**src/rtl/hr_ctrl_pkg.sv**
```systemverilog
// hr_ctrl_pkg: shared state encoding and per-program address tables
package hr_ctrl_pkg;
  localparam int PC_WIDTH = 9;
  typedef enum logic [2:0] {IDLE, CLEAR, LOAD, RUN, DONE} state_t;
  localparam logic [PC_WIDTH-1:0] START_ADDR [4] = '{9'd0, 9'd100, 9'd200, 9'd0};
  localparam logic [PC_WIDTH-1:0] END_ADDR [4] = '{9'd99, 9'd199, 9'd299, 9'd299};
endpackage

```
**src/rtl/prog_addr_lut.sv**
```systemverilog
// prog_addr_lut: maps a program number to its start and end addresses
module prog_addr_lut #(
  parameter int PC_WIDTH = hr_ctrl_pkg::PC_WIDTH
) (
  input  logic [1:0]          prog,
  output logic [PC_WIDTH-1:0] start_addr,
  output logic [PC_WIDTH-1:0] end_addr
);
  import hr_ctrl_pkg::*;
  assign start_addr = PC_WIDTH'(START_ADDR[prog]);
  assign end_addr = PC_WIDTH'(END_ADDR[prog]);
endmodule

```
**src/rtl/run_sequencer.sv**
```systemverilog
// run_sequencer: clears the register file, loads the core PC, then supervises a run with a watchdog
module run_sequencer #(
  parameter int PC_WIDTH = hr_ctrl_pkg::PC_WIDTH,
  parameter int WDOG_LIMIT = 4096
) (
  input  logic                Clk,
  input  logic                Rst_n,
  input  logic                Go,
  input  logic [1:0]          ProgSel,
  input  logic [PC_WIDTH-1:0] CpuPc,
  output logic                CpuStart,
  output logic [PC_WIDTH-1:0] LoadTarget,
  output logic                ClrEn,
  output logic [3:0]          ClrAddr,
  output logic                Busy,
  output logic                Done,
  output logic                Timeout,
  output logic [15:0]         CycleCount
);
  import hr_ctrl_pkg::*;
  state_t state, state_nxt;
  logic [1:0] prog;
  logic [3:0] clr_addr;
  logic [15:0] cycle_count;
  logic timeout;
  logic [PC_WIDTH-1:0] start_addr, end_addr;
  logic go_ok, end_hit, wdog_hit;
  logic [16:0] cnt_inc;

  prog_addr_lut #(.PC_WIDTH(PC_WIDTH)) u_lut (
    .prog(prog),
    .start_addr(start_addr),
    .end_addr(end_addr)
  );

  // state register
  always_ff @(posedge Clk or negedge Rst_n) begin
    if (!Rst_n) state <= IDLE;
    else state <= state_nxt;
  end

  // next state and outputs; an end-address match beats the watchdog in the same cycle
  always_comb begin
    go_ok = Go && (state == IDLE || state == DONE);
    cnt_inc = {1'b0, cycle_count} + 17'd1;
    end_hit = state == RUN && CpuPc == end_addr;
    wdog_hit = state == RUN && int'(cnt_inc) >= WDOG_LIMIT;
    state_nxt = go_ok ? CLEAR :
                state == CLEAR ? (clr_addr == 4'd15 ? LOAD : CLEAR) :
                state == LOAD ? RUN :
                state == RUN ? (end_hit || wdog_hit ? DONE : RUN) : state;
    CpuStart = !Rst_n || state == CLEAR || state == LOAD;
    LoadTarget = start_addr;
    ClrEn = state == CLEAR;
    ClrAddr = clr_addr;
    Busy = state == CLEAR || state == LOAD || state == RUN;
    Done = state == DONE;
    Timeout = timeout;
    CycleCount = cycle_count;
  end

  // program latch, clear index, run-cycle counter and timeout flag
  always_ff @(posedge Clk or negedge Rst_n) begin
    if (!Rst_n) begin
      prog <= 2'd0;
      clr_addr <= 4'd0;
      cycle_count <= 16'd0;
      timeout <= 1'b0;
    end else if (go_ok) begin
      prog <= ProgSel;
      clr_addr <= 4'd0;
      cycle_count <= 16'd0;
      timeout <= 1'b0;
    end else begin
      if (state == CLEAR) clr_addr <= clr_addr + 4'd1;
      if (state == RUN) begin
        cycle_count <= cnt_inc[16] ? cycle_count : cnt_inc[15:0];
        timeout <= wdog_hit && !end_hit;
      end
    end
  end
endmodule

```
**config.mk**
```make
export PLATFORM = sky130hd
export DESIGN_NAME = run_sequencer
export DESIGN_NICKNAME = d
export VERILOG_FILES = /design/src/rtl/hr_ctrl_pkg.sv /design/src/rtl/prog_addr_lut.sv /design/src/rtl/run_sequencer.sv
export SDC_FILE = /design/constraint.sdc
export NUM_CORES = 1
export LEC_CHECK = 0
export ABC_CLOCK_PERIOD_IN_PS = 2300
export CORE_ASPECT_RATIO = 0.7
export CORE_UTILIZATION = 34
export DETAILED_ROUTE_END_ITERATION = 12
export GPL_TIMING_DRIVEN = 1
export SLEW_MARGIN = 10
export SYNTH_ARGS = -nofsm -noshare
export SYNTH_HDL_FRONTEND = slang
export SYNTH_HIERARCHICAL = 1
export SYNTH_SLANG_ARGS = --single-unit
```
**constraint.sdc**
```tcl
create_clock -name Clk -period 2.3 [get_ports Clk]
set_clock_uncertainty 0.2 [all_clocks]
set_input_delay 0.575 -clock Clk [delete_from_list [all_inputs] [get_ports Clk]]
set_output_delay 0.575 -clock Clk [all_outputs]
set_load 0.03 [all_outputs]
```
==> run summary <==
Die ar. = 0.005520 mm^2
FF+latch count, synth = 26
Post-synthesis cell count = 190
Area leader, netlist = dfrtp_1
Num CTS Buffers = 3
GR Overflow Total = 0
First-pass GRT wire length = 6.948 mm
DR iter-0 viols = 68
Crit start category = flip-flop
Cell Chain, Critical Path = buf_4 -> clkdlybuf4s50_1
Unrepaired setup endpoints after global routing = false
GP Congestion = 0.7583
Pwr Density = 1302 mW/mm^2
CTS Root Cell = clkbuf_8
# DRC = 0
Maxcap violations = 0
Crit path time final = 2.243 ns
Sequential area share after synthesis = 36.65%
Final std cells w/o fill = 311
Cell Area, Placed = 0.002298 mm^2
FMAX = 0.4458 GHz
Worst R2R Setup Slack = 0.13 ns
Share of cells above drive strength 1 = 18.18%
Clock transition at path regs = 0.09 ns
Cell at the slowest stage of the critical path = clkdlybuf4s50_1
Total number of vias = 1476
Crit-path max cell delay = 0.67 ns
Initial Util = 36.33%
Tot Pwr = 0.003099 W
Final setup viols = 0
Avg Cell Area, Syn = 9.344 um^2
Nets = 263
Crit path kind = reg2out
Max VDD drop = 0.5003 mV
Syn-to-layout area delta = 34.11%
CP Max Fanout = 5
Max Buffers Root-to-Sink = 2
Synth Cell Area = 0.001775 mm^2
Critical Path RT = 1.52 ns
Class of the worst hold path = reg2reg
Filler cells = 477
P_leak = 1.193 nW
Status = finished clean
Top Family by Delay on Critical Path = buffers and inverters
WL met1 = 2.282 mm
Ys Warns = 6
Die Ht = 62.46 um
Max Slew Vio Count = 0
Clock tree sinks = 26
Async set-reset flop share out of synthesis = 100.0%
Initial antenna violation count = 0
Ant diodes = 0
Vias per Instance = 4.746
Post-DP HPWL = 3.144 mm
CTS tree = yes
Post-route cell area = 0.002381 mm^2
Synth top area cells = dfrtp_1 37%, buf_4 6.3%, nand2_1 5.7%
Yosys cell types = 46
Crit share post-route = 97.53%
Setup bufs post-CTS = 0
Top-count cell post-synth = nand2_1
Setup TNS = 0 ns
Vias in the first global route = 1375
Commonest cells in the netlist = 27 x nand2_1, 26 x dfrtp_1, 15 x buf_4
DR top layer = met4
Router iterations before antenna repair = 4
Total GRT Usage = 16.45%
Slew @ Worst Pin = 0.4984 ns
Max-slew headroom = 65.92%
Met2 wire len = 1.621 mm
Yosys top cell area share = 36.65%
EDFF count, synth = 0
Worst-skew pair later-pin latency = 0.28 ns
Final ANT Viol Nets = 0
Final hold viol count = 0
Avg WL per Cell = 13.21 um
Crit path buffers/inverters = 2
Routed met3 length = 162 um
Final core utilization = 48.72%
Die width = 88.37 um
Htree depth = 1
Largest net degree at the start of global routing = 27
CP endpoint kind = output pin
Cell count after placement = 307
PortBufs = 43
Worst path arrival time = 1.47 ns
Count of boundary I/O pins = 48
Ys flop type = dfrtp_1
Routed WL = 4.107 mm
FP Rows = 21
CORE AREA = 0.004887 mm^2
## registers in the layout (all words and copies together), names as in the netlist
| register | cells |
|---|---|
| prog | 2 |
| state | 3 |
| Timeout | 1 |
| ClrAddr | 4 |
| CycleCount | 16 |
## where the power goes
part | total [W] | internal, W | switching (W)
logic | 0.00185 | 0.000784 | 0.00107
registers | 0.000859 | 0.000646 | 0.000213
clock network | 0.000388 | 0.000233 | 0.000154
total | 0.00310 | 0.00166 | 0.00144
## routing by layer
metal / up-vias / track usage (%)
met1: 688 / 25.89
met4: 0 / 3.629
li1: 754 / -
met2: 29 / 22.50
met3: 5 / 3.567
met5: - / 0
## through the flow
| stage | hold WS (ns) | worst slack, ns |
|---|---|---|
| final | 0.3237 | 0.05672 |
| after global routing | 0.3581 | 0.0008034 |
| after CTS | 0.3235 | 0.01499 |
| after detailed placement | 0.3025 | 0.02458 |
| after global placement | 0.3044 | 0.09518 |
| after floorplan | 0.07941 | 0.04469 |
## what timing repair did
item,4_1_cts,5_1_grt
gates resized for setup,4,6
hold buffers,0,0
endpoints found under the setup margin,4,9
hold endpoints to repair,0,0
## final timing paths
check	endpoint	startpoint	cells past startpoint
setup / recovery	CycleCount[3]	CycleCount[3]$_DFFE_PN0P_	2
hold / removal	Timeout$_DFFE_PN0P_	Timeout$_DFFE_PN0P_	2
setup reg to reg	state[1]$_DFFE_PN0P_	CycleCount[0]$_DFFE_PN0P_	6
hold reg to reg	Timeout$_DFFE_PN0P_	Timeout$_DFFE_PN0P_	2
max in group asynchronous	CycleCount[1]$_DFFE_PN0P_	Rst_n	2
min in group asynchronous	CycleCount[5]$_DFFE_PN0P_	Rst_n	2
## kinds of logic after synthesis
| family | Yosys count | synth area share, % |
|---|---|---|
| AOI/OAI and AO/OA | 24 | 9.515 |
| xor gates and xnor gates | 16 | 7.893 |
| adders and majority gates | 6 | 4.228 |
| muxes | 9 | 5.426 |
| and+or+nand+nor | 80 | 26.43 |
| DFF | 26 | 36.65 |
| buffers and inverters | 27 | 9.443 |
| other | 2 | 0.4230 |
## layout by cell type, fill, tap and decap left out, types with 5 or more instances in the layout
cell type	n
xor2_1	9
conb_1	7
nor2_1	14
nand2_1	27
dfrtp_1	24
mux2i_1	7
dlymetal6s2s_1	5
inv_1	10
nand3_1	9
buf_4	22
clkdlybuf4s50_1	29
ha_1	6
xnor2_1	7
nand4_1	6
## worst register-to-register path, stage by stage (launching register included)
cell,delay [ns]
dfrtp_2,0.37
ha_1,0.21
nand4_2,0.19
nor4_4,0.34
mux2_2,0.38
a21oi_2,0.19
a2bb2oi_1,0.21
## final cells by class
class,instances,area (um^2),share of cell area (%)
Multi-Input combinational cell,142,979.7,41.15
Sequential cell,26,653.1,27.43
Timing Repair Buffer,60,553.0,23.23
Tap cell,69,86.33,3.626
Clock buffer,3,41.29,1.734
Inverter,10,37.54,1.576
Clock inverter,1,30.03,1.261
Power figures use the tool's default switching activity.
